==> config.mk <==
export PLATFORM = sky130hd
export DESIGN_NAME = radix_alu_responder_flat
export DESIGN_NICKNAME = d
export VERILOG_FILES = /design/src/rtl/radix_alu_responder_if.sv /design/src/rtl/radix_alu_responder.sv /design/src/flat_wrapper.sv
export SDC_FILE = /design/constraint.sdc
export NUM_CORES = 1
export LEC_CHECK = 0
export ABC_CLOCK_PERIOD_IN_PS = 3700
export CORE_MARGIN = 2
export CORE_UTILIZATION = 25
export CTS_CLUSTER_DIAMETER = 50
export DETAILED_ROUTE_END_ITERATION = 10
export SYNTH_ARGS = -nofsm -noshare
export SYNTH_HDL_FRONTEND = slang
export SYNTH_SLANG_ARGS = --single-unit
==> constraint.sdc <==
create_clock -name clk -period 3.7 [get_ports clk]
set_input_delay 0.555 -clock clk [delete_from_list [all_inputs] [get_ports clk]]
set_output_delay 0.555 -clock clk [all_outputs]
set_load 0.005 [all_outputs]
==> src/rtl/radix_alu_responder_if.sv <==
// Compute handshake bundle between the benchmark sequencer (master) and
// one radix ALU responder (slave).
interface radix_alu_responder_if;
  logic        compute_enable;
  logic [15:0] operand_a;
  logic [15:0] operand_b;
  logic [3:0]  operation;
  logic [15:0] result;
  logic [19:0] result_digits;
  logic        result_valid;
  logic        error;
  logic        busy;

  modport master (
    output compute_enable, operand_a, operand_b, operation,
    input  result, result_digits, result_valid, error, busy
  );

  modport slave (
    input  compute_enable, operand_a, operand_b, operation,
    output result, result_digits, result_valid, error, busy
  );
endinterface

==> src/rtl/radix_alu_responder.sv <==
// Radix ALU responder: nine-op ALU with iterative MUL/DIV/shift, followed
// by an optional binary-to-radix digit conversion (RADIX 10 or 12).
// Outputs are committed only when the result becomes valid, so an aborted
// request leaves the previous result and digits untouched.
module radix_alu_responder #(
  parameter int RADIX = 2
) (
  input logic                  clk,
  input logic                  reset,
  radix_alu_responder_if.slave bus
);

  localparam int          RADIX_EFF = (RADIX == 10 || RADIX == 12) ? RADIX : 2;
  localparam bit          CONV_EN   = (RADIX_EFF != 2) ? 1'b1 : 1'b0;
  localparam logic [15:0] RADIX_W   = 16'(RADIX_EFF);

  localparam logic [3:0] OP_ADD = 4'd0;
  localparam logic [3:0] OP_SUB = 4'd1;
  localparam logic [3:0] OP_MUL = 4'd2;
  localparam logic [3:0] OP_DIV = 4'd3;
  localparam logic [3:0] OP_AND = 4'd4;
  localparam logic [3:0] OP_OR  = 4'd5;
  localparam logic [3:0] OP_XOR = 4'd6;
  localparam logic [3:0] OP_SHL = 4'd7;
  localparam logic [3:0] OP_SHR = 4'd8;

  typedef enum logic [1:0] {
    IDLE    = 2'd0,
    EXEC    = 2'd1,
    CONVERT = 2'd2,
    VALID   = 2'd3
  } state_t;

  // Number of EXEC cycles an operation needs, decided from the start-time operands.
  function automatic logic [4:0] exec_len(input logic [3:0] op, input logic [15:0] b);
    logic [4:0] len;
    len = 5'd1;
    case (op)
      OP_MUL:         len = 5'd16;
      OP_DIV:         len = (b == 16'd0) ? 5'd1 : 5'd16;
      OP_SHL, OP_SHR: len = ((b >= 16'd16) || (b[3:0] == 4'd0)) ? 5'd1 : {1'b0, b[3:0]};
      default:        len = 5'd1;
    endcase
    return len;
  endfunction

  state_t      state_r, state_nxt_s;
  logic [15:0] a_r, b_r, acc_r, rem_r;
  logic [3:0]  op_r;
  logic [4:0]  cnt_r;
  logic [15:0] res_work_r, conv_val_r;
  logic        err_work_r;
  logic [19:0] dig_work_r;
  logic [2:0]  dig_cnt_r;
  logic [15:0] result_r;
  logic [19:0] digits_r;
  logic        valid_r, error_r, busy_r;

  logic [15:0] a_nxt_s, b_nxt_s, acc_nxt_s, rem_nxt_s, exec_res_s;
  logic        exec_err_s;
  logic [16:0] div_sh_s, div_diff_s;
  logic        div_q_s;
  logic [3:0]  digit_s;
  logic [15:0] conv_quot_s;
  logic [19:0] dig_fill_s;
  logic        busy_nxt_s, valid_nxt_s, start_s, commit_s;
  logic [15:0] commit_res_s;
  logic [19:0] commit_dig_s;
  logic        commit_err_s;

  assign bus.result        = result_r;
  assign bus.result_digits = digits_r;
  assign bus.result_valid  = valid_r;
  assign bus.error         = error_r;
  assign bus.busy          = busy_r;

  // State register.
  always_ff @(posedge clk) begin
    if (reset) state_r <= IDLE;
    else       state_r <= state_nxt_s;
  end

  // Next-state decode; a dropped request level aborts EXEC/CONVERT.
  always_comb begin
    state_nxt_s = state_r;
    case (state_r)
      IDLE: begin
        if (bus.compute_enable) state_nxt_s = EXEC;
        else                    state_nxt_s = IDLE;
      end
      EXEC: begin
        if (!bus.compute_enable) state_nxt_s = IDLE;
        else if (cnt_r == 5'd0) begin
          if (CONV_EN) state_nxt_s = CONVERT;
          else         state_nxt_s = VALID;
        end else       state_nxt_s = EXEC;
      end
      CONVERT: begin
        if (!bus.compute_enable)    state_nxt_s = IDLE;
        else if (dig_cnt_r == 3'd4) state_nxt_s = VALID;
        else                        state_nxt_s = CONVERT;
      end
      VALID: begin
        if (!bus.compute_enable) state_nxt_s = IDLE;
        else                     state_nxt_s = VALID;
      end
      default: state_nxt_s = IDLE;
    endcase
  end

  // One ALU step per EXEC cycle: shift-add multiply, restoring divide, 1-bit shifts.
  always_comb begin
    a_nxt_s    = a_r;
    b_nxt_s    = b_r;
    acc_nxt_s  = acc_r;
    rem_nxt_s  = rem_r;
    exec_res_s = 16'd0;
    exec_err_s = 1'b0;
    div_sh_s   = {rem_r, a_r[15]};
    div_diff_s = div_sh_s - {1'b0, b_r};
    div_q_s    = (div_sh_s >= {1'b0, b_r});
    case (op_r)
      OP_ADD: exec_res_s = a_r + b_r;
      OP_SUB: exec_res_s = a_r - b_r;
      OP_MUL: begin
        acc_nxt_s  = acc_r + (b_r[0] ? a_r : 16'd0);
        a_nxt_s    = {a_r[14:0], 1'b0};
        b_nxt_s    = {1'b0, b_r[15:1]};
        exec_res_s = acc_nxt_s;
      end
      OP_DIV: begin
        if (b_r == 16'd0) begin
          exec_res_s = 16'hFFFF;
          exec_err_s = 1'b1;
        end else begin
          a_nxt_s    = {a_r[14:0], div_q_s};
          rem_nxt_s  = div_q_s ? div_diff_s[15:0] : div_sh_s[15:0];
          exec_res_s = a_nxt_s;
        end
      end
      OP_AND: exec_res_s = a_r & b_r;
      OP_OR:  exec_res_s = a_r | b_r;
      OP_XOR: exec_res_s = a_r ^ b_r;
      OP_SHL: begin
        if (b_r >= 16'd16) exec_res_s = 16'd0;
        else if (b_r[3:0] != 4'd0) begin
          a_nxt_s    = {a_r[14:0], 1'b0};
          exec_res_s = a_nxt_s;
        end else exec_res_s = a_r;
      end
      OP_SHR: begin
        if (b_r >= 16'd16) exec_res_s = 16'd0;
        else if (b_r[3:0] != 4'd0) begin
          a_nxt_s    = {1'b0, a_r[15:1]};
          exec_res_s = a_nxt_s;
        end else exec_res_s = a_r;
      end
      default: begin
        exec_res_s = 16'd0;
        exec_err_s = 1'b1;
      end
    endcase
  end

  // One radix digit per CONVERT cycle, placed at the slot given by the digit counter.
  always_comb begin
    digit_s     = 4'(conv_val_r % RADIX_W);
    conv_quot_s = conv_val_r / RADIX_W;
    dig_fill_s  = dig_work_r;
    dig_fill_s[{dig_cnt_r, 2'b00} +: 4] = digit_s;
  end

  // Output decode: next busy/valid levels and the values committed on entering VALID.
  always_comb begin
    busy_nxt_s  = (state_nxt_s == EXEC) || (state_nxt_s == CONVERT);
    valid_nxt_s = (state_nxt_s == VALID);
    start_s     = (state_r == IDLE) && bus.compute_enable;
    commit_s    = (state_nxt_s == VALID) && (state_r != VALID);
    case (state_r)
      EXEC: begin
        commit_res_s = exec_res_s;
        commit_dig_s = {4'h0, exec_res_s};
        commit_err_s = exec_err_s;
      end
      CONVERT: begin
        commit_res_s = res_work_r;
        commit_dig_s = dig_fill_s;
        commit_err_s = err_work_r;
      end
      default: begin
        commit_res_s = result_r;
        commit_dig_s = digits_r;
        commit_err_s = error_r;
      end
    endcase
  end

  // Working datapath: operand latch at start, iteration in EXEC, digit extraction in CONVERT.
  always_ff @(posedge clk) begin
    if (reset) begin
      a_r        <= 16'd0;
      b_r        <= 16'd0;
      acc_r      <= 16'd0;
      rem_r      <= 16'd0;
      op_r       <= 4'd0;
      cnt_r      <= 5'd0;
      res_work_r <= 16'd0;
      err_work_r <= 1'b0;
      conv_val_r <= 16'd0;
      dig_work_r <= 20'd0;
      dig_cnt_r  <= 3'd0;
    end else begin
      case (state_r)
        IDLE: begin
          if (bus.compute_enable) begin
            a_r   <= bus.operand_a;
            b_r   <= bus.operand_b;
            op_r  <= bus.operation;
            acc_r <= 16'd0;
            rem_r <= 16'd0;
            cnt_r <= exec_len(bus.operation, bus.operand_b) - 5'd1;
          end
        end
        EXEC: begin
          a_r   <= a_nxt_s;
          b_r   <= b_nxt_s;
          acc_r <= acc_nxt_s;
          rem_r <= rem_nxt_s;
          if (cnt_r != 5'd0) cnt_r <= cnt_r - 5'd1;
          else begin
            res_work_r <= exec_res_s;
            err_work_r <= exec_err_s;
            conv_val_r <= exec_res_s;
            dig_work_r <= 20'd0;
            dig_cnt_r  <= 3'd0;
          end
        end
        CONVERT: begin
          conv_val_r <= conv_quot_s;
          dig_work_r <= dig_fill_s;
          dig_cnt_r  <= dig_cnt_r + 3'd1;
        end
        default: begin
        end
      endcase
    end
  end

  // Registered outputs: busy/valid follow the next state, results change only on commit.
  always_ff @(posedge clk) begin
    if (reset) begin
      result_r <= 16'd0;
      digits_r <= 20'd0;
      valid_r  <= 1'b0;
      error_r  <= 1'b0;
      busy_r   <= 1'b0;
    end else begin
      busy_r  <= busy_nxt_s;
      valid_r <= valid_nxt_s;
      if (start_s) error_r <= 1'b0;
      else if (commit_s) begin
        result_r <= commit_res_s;
        digits_r <= commit_dig_s;
        error_r  <= commit_err_s;
      end
    end
  end

endmodule

==> src/flat_wrapper.sv <==
// flat-port wrapper written by rule: the top's interface ports become plain ports
module radix_alu_responder_flat 
#(
  parameter int RADIX = 2
)
  (clk, reset, bus_compute_enable, bus_operand_a, bus_operand_b, bus_operation, bus_result, bus_result_digits, bus_result_valid, bus_error, bus_busy);
  radix_alu_responder_if bus_i ();
  input logic clk;
  input logic reset;
  input wire logic [$bits(bus_i.compute_enable)-1:0] bus_compute_enable;
  input wire logic [$bits(bus_i.operand_a)-1:0] bus_operand_a;
  input wire logic [$bits(bus_i.operand_b)-1:0] bus_operand_b;
  input wire logic [$bits(bus_i.operation)-1:0] bus_operation;
  output wire logic [$bits(bus_i.result)-1:0] bus_result;
  output wire logic [$bits(bus_i.result_digits)-1:0] bus_result_digits;
  output wire logic [$bits(bus_i.result_valid)-1:0] bus_result_valid;
  output wire logic [$bits(bus_i.error)-1:0] bus_error;
  output wire logic [$bits(bus_i.busy)-1:0] bus_busy;
  assign bus_i.compute_enable = bus_compute_enable;
  assign bus_i.operand_a = bus_operand_a;
  assign bus_i.operand_b = bus_operand_b;
  assign bus_i.operation = bus_operation;
  assign bus_result = bus_i.result;
  assign bus_result_digits = bus_i.result_digits;
  assign bus_result_valid = bus_i.result_valid;
  assign bus_error = bus_i.error;
  assign bus_busy = bus_i.busy;
  radix_alu_responder #(.RADIX(RADIX)) u_core (.clk(clk), .reset(reset), .bus(bus_i));
endmodule
Yosys cells after proc, flatten, opt, wreduce, memory -nomap -nowiden
Index checks and enable logic that the tools add are counted.

Register bits after elaboration: 170. Bits in latches: 0. RAM bits: 0. Memory bits (read-only): 0. Input bits: 39. Memories kept: 0.

Add/sub/neg operators: 8. $mul: 0. Div/mod/pow operators: 0. Order comparisons: 3. Eq/ne operators: 30. Shifts and indexed selects: 2. Multiplexer cells: 51. Bitwise gates (word level): 5. Reduce and logical (&&, ||, !) cells: 26.

Operators with widths (number): $mux W16 (18); $pmux W16 S2 (6); $pmux W16 S9 (1); $pmux W20 S2 (2); $pmux W16 S4 (1); $add A16 B16 Y16 (2); $ge A16 B5 Y1 const B (2); $logic_not A16 Y1 (2); $sub A16 B16 Y16 (2); $mux W5 (6); $bwmux W20 (1); $eq A4 B3 Y1 const B (5); $mux W20 (1); $shift A4 B7 Y20 const A (1); $shiftx A4 B7 Y20 (1); $ge A17 B16 Y1 (1); $and A16 B16 Y16 (1); $eq A4 B2 Y1 const B (4); $or A16 B16 Y16 (1); $xor A16 B16 Y16 (1); $pmux W5 S3 (1); $ne A2 B2 Y1 const B (6); $pmux W5 S2 (1); $sub A5 B1 Y5 const B (2); other kinds (32) (56).

Logic depth before layout (Yosys ltp)
Gate-level depths: netlist of the first run.

Depth in word-level cells: 10. Gate-level depth with buffers: 17. Gate-level depth less buffers: 15.

Worst setup path before layout of the first run
Ideal clock, no wire load.

Kind: register to register. From: register u_core.b_r[0]. To: register u_core.res_work_r[13]. Setup time: 0.133 ns. Data arrival time: 3.767 ns. Required time: 3.567 ns. Path slack: -0.200 ns. Cell stages (with the launch flop): 17. Buffers on the path: 2. Period minus slack after synthesis: 3.900 ns. Cell sequence: dfxtp_1 > inv_1 > buf_1 > ha_1 > or3b_2 > buf_2 > nor2_1 > nor2_1 > xnor2_1 > ha_1 > a21o_1 > or3_1 > o21a_1 > a31oi_1 > xnor2_1 > a211oi_1 > a21oi_1.

Word-level cells in the longest chain between the ends: 4. Elaborated cells on any way between the ends: 13. Those cells by class: add/sub (3); order compare (1); mux (7); reduce/logical (2).

Ends and longest elaborated chain: from (decl) (RTL line radix_alu_responder.sv:48) `logic [15:0] a_r, b_r, acc_r, rem_r;`; from (signal assigned) (RTL line radix_alu_responder.sv:217) `b_r <= bus.operand_b;`; from (signal assigned) (RTL line radix_alu_responder.sv:226) `b_r <= b_nxt_s;`; branches (longest 3 deep; another with $add A16 B16 Y16); $pmux W16 S9 (*) (RTL line radix_alu_responder.sv:122) `case (op_r)`; to (signal assigned) (RTL line radix_alu_responder.sv:231) `res_work_r <= exec_res_s;`; to (decl) (RTL line radix_alu_responder.sv:51) `logic [15:0] res_work_r, conv_val_r;`.

Mark *: on every way between the ends. A chain may end at the register's enable or synchronous reset.

Final worst setup path of the first run
From: register u_core.b_r[1]. To: register u_core.result_r[14] (netlist: u_core.bus.result[14]).

Word-level cells in the longest chain between the ends: 5. Elaborated cells on any way between the ends: 12. Those cells by class: add/sub (2); order compare (1); mux (7); reduce/logical (2).

Ends and longest elaborated chain: branches (longest 3 deep; another with $ge A16 B5 Y1); $pmux W16 S9 (*) (RTL line radix_alu_responder.sv:122); $pmux W16 S2 (*) (RTL line radix_alu_responder.sv:179) `case (state_r)`; to (signal assigned) (RTL line radix_alu_responder.sv:262) `result_r <= commit_res_s;`; to (decl) (RTL line radix_alu_responder.sv:55) `logic [15:0] result_r;`.

Marked as above.

==> impl_summary.md, run 1 <==
Status
The run finished with clean final reports.

Floorplan
The top-level port count is 78. The core region is roughly 47,000 um^2. The starting density of the core is 25.4%. The area of the die is around 50,000 um^2.

The number of placement rows is a little under 80. Measured along the x axis, the die boundary spans approximately 220 um. The height of the die is around 220 um.

Detailed routing
The average detailed-routed wire length per instance is approximately 19 um. The first detailed-routing pass ran for 6 iterations. The routed metal-1 wire length is 19,500 um.

The length of routed met2 wiring is about 19,000 um. The met3 wirelength from detailed routing is ~2500 um. Using the TritonRoute via totals, the vias-per-cell ratio works out to 5.36. The top metal layer carrying routed signals is met4. After detailed routing, the number of remaining DRC violations is 0. For this block, the via count after detailed routing is about 12,000. The routed design has between 40,000 and 50,000 um of wire. The violation count after the first detailed-route iteration is approximately 1,200. The number of nets with antenna violations after routing is 0.

Pwr
The analysis attributes to cell leakage a power of about 0.0053 uW. Dividing total power by cell area gives a power density of between 300 and 400 nW/um^2. The post-route total power is 5540 uW.

The largest vdd supply drop is 0.330 mV.

Clocking
TritonCTS built the clock tree. The count of clock tree sinks is 170. The H-tree depth is 4.

The clock root buffer is sky130_fd_sc_hd__clkbuf_16. The clock-pin slew on the worst setup and hold paths is around 0.07 ns. TritonCTS created 17 clock buffers. The clock latency at the later pin of the worst-skew pair is 0.46 ns. The setup fix buffers added after clock tree synthesis is 0. The number of hold buffers added after CTS was 0.

The clock passes through at most 2 buffers. The post-CTS resize count is 0.

Yosys
Among all flip-flop cells after synthesis, the most frequent one is sky130_fd_sc_hd__dfxtp_1. The share of the yosys chip area belonging to registers is 28.8%. In this run, distinct cell masters in the synthesized netlist total 82. When the netlist entered floorplanning its net count stood at between 1,500 and 2,000. The number of storage elements in the synthesis netlist is 170. The count of flip-flops with a built-in enable after synthesis is 0. The average cell area after synthesis is 7.77 um^2. The post-synthesis cell area is ~12,000 um^2. Of all flip-flops after synthesis, the portion carrying an async set or reset was 0%. Yosys printed 0 warnings. Synthesis produced a netlist whose cell count is about 1,500.

GRT
The via count of the first global-routing pass is between 10,000 and 15,000. The total overflow left after global routing is 0. Global routing used approximately 17% of the available tracks across all layers.

The initial antenna violation count was 0. The first global-routing pass estimated approximately 65,000 um of wire. Entering global routing, the biggest net connects 103 pins.

Min path
The hold path startpoint is u_core.bus.result_digits[4]. The type of the tightest min-delay check is flop to flop. The worst hold path terminates at u_core.bus.result_digits[4]. Counting instances, the worst hold path has a depth of 2.

Setup path
The worst register-to-register path has a setup slack of between 0.2 and 0.25 ns. The data arrival time of the critical path is between 3 and 4 ns. The element type at the critical path end is a flop.

STA classifies the critical path startpoint as a flop. The endpoint of the lowest-slack register-to-register path is u_core.bus.result[14]. Along the worst path, the maximum fanout reaches 5.

STA puts the critical path data required time at 4.05 ns. For the worst flop-to-flop path, the logic depth is 14. The category of the most critical setup path is flop to flop.

The reg-to-reg startpoint is u_core.b_r[1].

STA
The total count of max-transition violations in the final report was 0. Clock skew on the completed layout was measured at about 0.022 ns. The upper clock frequency limit is just under 300 MHz.

Headroom to the max-slew limit came out at 35.1%. The total negative setup slack is 0 ns. The number of endpoints failing setup at the final stage is 0.

At the pin with the least slew margin, the transition time is 0.972 ns. The shortest clock period the worst path allows after layout is ~3.5 ns. The number of hold violations in the final report is 0. The post-route clock period utilization is a little over nine tenths. The post-route worst hold slack is 0.454 ns. Setup repair after global routing left no endpoint under its margin.

Placed design
Input and output buffers added on the ports amount to 77. Summed over all nets, the half-perimeter wirelength after detailed placement is 30,700 um. The global placer's final weighted congestion is 0.957. The post-detailed-placement cell area is about 14,000 um^2.

Finish
The fraction of final layout cells with drive strength greater than 1 is 10.1%. The area added between synthesis and finish is 20.5%. The number of antenna cells inserted is 0. For this run, the post-layout net count is around 1,700. The finished cells cover between 10,000 and 15,000 um^2.

Run
The reported max-cap violation count is 0.
## flip-flops by register name, indices dropped and copies added, names as in the netlist, 4 cells and up
name,cells
u_core.dig_work_r,20
u_core.a_r,16
u_core.op_r,4
u_core.bus.result_digits,20
u_core.conv_val_r,16
u_core.b_r,16
u_core.bus.result,16
u_core.rem_r,16
u_core.cnt_r,5
u_core.acc_r,16
u_core.res_work_r,16
## final cells by class
class	instances	area (um^2)
sequential	170	3400
timing repair buffer	157	1390
fill	4905	32300
inverter	69	259
clock inverter	14	154
clock buffer	18	429
tap	607	759
multi-input combinational	1180	7830
## synth_stat cells (5+ instances only)
| cell | count | area share, % |
|---|---|---|
| sky130_fd_sc_hd__nor2_1 | 173 | 5.5 |
| sky130_fd_sc_hd__nor2b_1 | 15 | 0.79 |
| sky130_fd_sc_hd__xnor2_1 | 32 | 2.4 |
| sky130_fd_sc_hd__and2_1 | 29 | 1.5 |
| sky130_fd_sc_hd__buf_2 | 9 | 0.38 |
| sky130_fd_sc_hd__dfxtp_1 | 170 | 29 |
| sky130_fd_sc_hd__nand4_1 | 14 | 0.74 |
| sky130_fd_sc_hd__clkbuf_1 | 82 | 2.6 |
| sky130_fd_sc_hd__o21a_1 | 14 | 0.89 |
| sky130_fd_sc_hd__nand2_1 | 143 | 4.5 |
| sky130_fd_sc_hd__o41ai_1 | 17 | 1.3 |
| sky130_fd_sc_hd__a211oi_2 | 13 | 1.4 |
| sky130_fd_sc_hd__a32o_1 | 5 | 0.42 |
| sky130_fd_sc_hd__o2111ai_1 | 5 | 0.37 |
| sky130_fd_sc_hd__nand3_1 | 45 | 1.9 |
| sky130_fd_sc_hd__o221ai_1 | 11 | 0.82 |
| sky130_fd_sc_hd__xor2_1 | 13 | 0.96 |
| sky130_fd_sc_hd__a221oi_1 | 6 | 0.45 |
| sky130_fd_sc_hd__a31oi_1 | 19 | 1.0 |
| sky130_fd_sc_hd__buf_1 | 8 | 0.25 |
| sky130_fd_sc_hd__a21o_1 | 13 | 0.83 |
| sky130_fd_sc_hd__ha_1 | 92 | 9.8 |
| sky130_fd_sc_hd__nor4_1 | 10 | 0.53 |
| sky130_fd_sc_hd__inv_1 | 68 | 2.2 |
| sky130_fd_sc_hd__a21oi_1 | 128 | 5.4 |
| sky130_fd_sc_hd__and3_1 | 7 | 0.37 |
| sky130_fd_sc_hd__o31ai_1 | 10 | 0.64 |
| sky130_fd_sc_hd__nor3_1 | 32 | 1.4 |
| sky130_fd_sc_hd__mux2i_1 | 35 | 3.0 |
| sky130_fd_sc_hd__nand2b_1 | 12 | 0.64 |
| sky130_fd_sc_hd__o21ai_0 | 63 | 2.7 |
| sky130_fd_sc_hd__o22ai_1 | 12 | 0.64 |
| sky130_fd_sc_hd__o211ai_1 | 30 | 1.9 |
| sky130_fd_sc_hd__a22oi_1 | 28 | 1.8 |
| sky130_fd_sc_hd__or3_1 | 13 | 0.69 |
| sky130_fd_sc_hd__o21bai_1 | 5 | 0.32 |
| sky130_fd_sc_hd__a211oi_1 | 40 | 2.5 |
| sky130_fd_sc_hd__a211o_1 | 10 | 0.74 |
## cells by family (layout without fill, tap and decap cells)
family,Yosys count,count (layout),share of synthesized area [%]
xor+xnor,45,45,3.34
flops,170,170,28.8
mux,38,38,3.25
compound gates,473,473,27.4
fa+ha+maj,95,95,10.3
simple gates,529,529,21.3
buf+inv,170,258,5.60
## critical path: stages, from the launching register on
cell	delay, ns
sky130_fd_sc_hd__dfxtp_1	0.32
sky130_fd_sc_hd__inv_1	0.09
sky130_fd_sc_hd__ha_1	0.21
sky130_fd_sc_hd__or3b_4	0.44
sky130_fd_sc_hd__o31ai_2	0.22
sky130_fd_sc_hd__xnor2_1	0.11
sky130_fd_sc_hd__ha_1	0.31
sky130_fd_sc_hd__o21ai_1	0.15
sky130_fd_sc_hd__a21oi_2	0.20
sky130_fd_sc_hd__nand3_1	0.15
sky130_fd_sc_hd__a21o_1	0.23
sky130_fd_sc_hd__and3_1	0.18
sky130_fd_sc_hd__o31a_1	0.32
sky130_fd_sc_hd__o211a_1	0.16
sky130_fd_sc_hd__o41ai_1	0.28
## per-stage QoR
| step | setup slack, ns | std cells | utilization (%) |
|---|---|---|---|
| final | 0.232 | 2215 | 30.6 |
| after global routing | 0.0312 | 2215 | 30.6 |
| after CTS | 0.00351 | 2215 | 30.4 |
| after detailed placement | 0.0140 | 2183 | 29.2 |
| after global placement | 0.107 | 2183 | 29.2 |
| after floorplan | 0.0121 | 1520 | - |
## worst max-delay path by stage
stage | start | endpoint | slack [ns] | cells past startpoint
floorplan | u_core.b_r[0] | u_core.conv_val_r[14] | 0.01 | 16
global placement | u_core.b_r[1] | u_core.conv_val_r[11] | 0.11 | 13
detailed placement | u_core.b_r[1] | u_core.conv_val_r[11] | 0.01 | 13
CTS | u_core.b_r[1] | u_core.conv_val_r[11] | 0.004 | 13
global route | u_core.b_r[1] | u_core.conv_val_r[14] | 0.03 | 14
finish | u_core.b_r[1] | u_core.bus.result[14] | 0.23 | 14
## cell usage in the layout, fill, tap and decap left out, types with 29 or more instances in the layout
cell type,netlist,routed
sky130_fd_sc_hd__a211oi_1,40,37
sky130_fd_sc_hd__a21oi_1,128,125
sky130_fd_sc_hd__and2_1,29,29
sky130_fd_sc_hd__buf_4,1,79
sky130_fd_sc_hd__clkdlybuf4s50_1,0,76
sky130_fd_sc_hd__dfxtp_1,170,170
sky130_fd_sc_hd__ha_1,92,90
sky130_fd_sc_hd__inv_1,68,68
sky130_fd_sc_hd__mux2i_1,35,35
sky130_fd_sc_hd__nand2_1,143,143
sky130_fd_sc_hd__nand3_1,45,45
sky130_fd_sc_hd__nor2_1,173,171
sky130_fd_sc_hd__nor3_1,32,32
sky130_fd_sc_hd__o211ai_1,30,30
sky130_fd_sc_hd__o21ai_0,63,60
sky130_fd_sc_hd__xnor2_1,32,32
## where the power goes
part	switching, uW	leakage (uW)	internal, uW
clock network	913	0.000281	957
logic	1060	0.00368	650
registers	61.0	0.00138	1900
total	2030	0.00534	3510
## layer usage
metal  up-vias  global-route usage, %
met5         -                      0
met4         0                   5.93
met3        73                   2.27
met2       439                   26.1
met1      5659                   23.3
li1       5701                      -
Note: power is estimated with default switching activity, not from simulation.
==> run 2: changes to the inputs <==
--- a/config.mk
+++ b/config.mk
@@ -7,9 +7,12 @@
 export LEC_CHECK = 0
 export ABC_CLOCK_PERIOD_IN_PS = 3700
 export CORE_MARGIN = 2
-export CORE_UTILIZATION = 25
+export CORE_UTILIZATION = 55
 export CTS_CLUSTER_DIAMETER = 50
 export DETAILED_ROUTE_END_ITERATION = 10
+export DONT_BUFFER_PORTS = 1
+export PLACE_DENSITY = 0.73
+export SLEW_MARGIN = 10
 export SYNTH_ARGS = -nofsm -noshare
 export SYNTH_HDL_FRONTEND = slang
 export SYNTH_SLANG_ARGS = --single-unit
==> impl_summary.md, run 2 (synthesized netlist as in run 1, its figures left out) <==
Status
The run finished with clean final reports.

Setup path
The worst setup path is of the flop to flop kind. The highest cell delay on the worst timing path is 0.48 ns (+0.04 ns). The element type at the critical path end is a flop.

The cell depth of the worst flop-to-flop path came to 14 (unchanged). The startpoint identified for the worst register-to-register timing path is u_core.b_r[3]. The signal on the critical path passes through inv_1 -> and3_1 -> nor2_1 -> xnor2_1 -> ha_1 -> a211oi_1 -> o211ai_1 -> nand2_1 -> xnor2_1 -> a221oi_1 -> inv_1 -> a211oi_1 -> buf_4 -> o41ai_1. The worst setup path is launched from a flop. The reg2reg setup slack is 0.16 ns (-0.07 ns). The data required time at the worst endpoint was 4.02 ns (-0.03 ns). In this run the worst setup path begins at u_core.b_r[3]. The data arrival time of the critical path is 3.86 ns (+0.04 ns). The endpoint of the lowest-slack register-to-register path is u_core.bus.result[8]. The top fanout value on the critical path is 6 (+1). Among all stages on the critical path, the largest delay is contributed by sky130_fd_sc_hd__dfxtp_1.

GRT
The via count of the first global-routing pass is 10,800 (-4.1%). The overall global routing resource usage was 34.6% (+18 points). The largest net degree at the start of global routing is 131 (+27%).

The residual overflow from global routing is 0 (unchanged). The initial antenna violation count came to 1 (+1). The wire length of the first global-routing pass came to 60,500 um (-7.1%).

Detailed routing
The number of nets with antenna violations after routing is 0 (unchanged). The number of search-and-repair iterations in the first detailed-routing pass is 7 (+1). The average detailed-routed wire length per instance is 21.9 um (+16%). The via total after detailed routing is 11,800 (-0.93%). The violation count after the first detailed-route iteration is 1,162 (-0.086%). The via density per instance came to 6.52 (+22%). The routed wire length is 39,500 um (-5.8%). The remaining design rule violation count is 0 (unchanged).

Clocking
The setup fix buffers added after clock tree synthesis is 0 (unchanged). The hold buffer count at cts is 0 (unchanged). TritonCTS built the clock tree. The post-CTS resize count is 0 (unchanged).

The clock latency at the later pin of the worst-skew pair was 0.45 ns (about the same). The maximum clock path buffer count was 2 (unchanged). The tree is rooted in a sky130_fd_sc_hd__clkbuf_16. The clock-pin slew on the worst setup and hold paths is 0.08 ns (about the same). The count of clock tree sinks is 170 (unchanged). The total CTS buffers came to 17 (unchanged). The H-tree depth was 4 (unchanged).

STA
The worst setup skew after layout is 0.0131 ns (-0.00932 ns). The slew at the pin closest to its max-slew limit is 1.11 ns (+0.141 ns). The relative max-transition margin is 25.7% (-9.4 points). The upper clock frequency limit is 282 MHz (-2.1%). The number of endpoints failing setup at the final stage is 0 (unchanged).

The slack of the critical path came to 0.159 ns (-0.0729 ns). The shortest clock period the worst path allows after layout is 3.54 ns (+0.0729 ns). The total count of max-transition violations in the final report is 0 (unchanged).

The total negative setup slack was 0 ns (unchanged). The number of hold violations in the final report is 0 (unchanged). The post-route clock period utilization is 95.7% (+2.0 points).

Finish
The top cell types in the final layout, fill and taps aside, are sky130_fd_sc_hd__nor2_1 (171), sky130_fd_sc_hd__dfxtp_1 (170), sky130_fd_sc_hd__nand2_1 (143), sky130_fd_sc_hd__a21oi_1 (125), sky130_fd_sc_hd__ha_1 (90). The area added between synthesis and finish is 10.8%. The number of antenna cells inserted came to 0 (unchanged). The most frequent standard cell in the layout excluding fill and tap cells is sky130_fd_sc_hd__nor2_1.

The final layout net count is 1,651 (-4.5%). The fraction of final layout cells with drive strength greater than 1 is 10.7% (+0.58 points). The count of non-filler cells in the finished layout is 1,805 (-19%). The fraction of the core area covered by cells at the end of the flow came to 62.2% (+32 points).

The layout filler cell count is 1,830 (-63%). The cell area after layout is 13,100 um^2 (-8.0%).

Pwr
The power density over the cells is 424 nW/um^2 (+8.9%). The largest vdd supply drop is 0.301 mV (-8.7%). The reported leakage power is 0.00508 uW (-5.0%).

Floorplan
The starting density of the core is 56.2% (+31 points). The placeable core region is 21,000 um^2 (-55%). The area of the die came to 22,600 um^2 (-54%). The top-level port count is 78 (unchanged). The die width is 150 um (-32%). The height of the die was 150 um (-32%). The number of placement rows is 53 (-33%).

Min path
The endpoint with the worst hold slack is u_core.b_r[9]. The hold path startpoint is reset. The type of the tightest min-delay check is primary input to flop. The worst hold path stage count is 1 (-1).

Placed design
The global placer's final weighted congestion came to 1.04 (+8.6%). The HPWL reported at the end of detailed placement is 28,800 um (-5.9%). The setup slack after placement is 0.0451 ns (+0.0311 ns). The post-detailed-placement cell area is 12,400 um^2 (-8.9%). The count of port buffers added during placement was 0 (-100%). The cell total after placement is 1,773 (-19%).

Run
The reported max-cap violation count is 0 (unchanged).
==> run 2: stage by stage <==
| step | hold slack, ns | power [uW] |
|---|---|---|
| 3_5_place_dp | 0.439 | 3560 |
| 6_report | 0.176 | 5550 |
| 3_3_place_gp | 0.433 | 3540 |
| 2_1_floorplan | 0.427 | 3080 |
| 4_1_cts | 0.174 | 5500 |
| 5_1_grt | 0.158 | 5770 |
==> run 2: cell type report <==
type	count	area, um^2	area share (%)
tap	275	344	2.63
inverter	69	259	1.98
clock inverter	15	218	1.66
clock buffer	17	425	3.25
timing repair buffer	79	593	4.53
multi-input combinational	1180	7840	59.9
sequential	170	3400	26.0
==> run 2: worst max-delay path, delay by kind of cell (launching register included) <==
family          cells  cell delay [ns]
compound gates      5             1.38
simple gates        3             0.53
buf+inv             3             0.50
flops               1             0.48
fa+ha+maj           1             0.31
xor+xnor            2             0.21
==> run 2: per-layer routing <==
metal	share of wire (%)	up-vias	global-route usage, %
met5	0.025	-	0
met4	5.5	2	17.2
met3	9.2	139	6.94
met2	43	564	51.7
met1	42	5517	47.3
li1	-	5540	-
==> run 2: where the power goes <==
group | switching, uW | leakage, uW | internal, uW
Sequential | 74.0 | 0.00138 | 1900
Combinational | 1020 | 0.00339 | 612
Clock | 948 | 0.000309 | 992
==> run 2: how the worst max path moves through the flow <==
| stage | slack (ns) | cells after the start | to |
|---|---|---|---|
| final | 0.16 | 14 | u_core.bus.result[8] |
| after global routing | -0.01 | 14 | u_core.bus.result[14] |
| after CTS | 0.02 | 14 | u_core.conv_val_r[11] |
| after detailed placement | 0.05 | 12 | u_core.bus.result_digits[12] |
| after global placement | 0.13 | 14 | u_core.conv_val_r[11] |
| after floorplan | 0.01 | 16 | u_core.conv_val_r[14] |
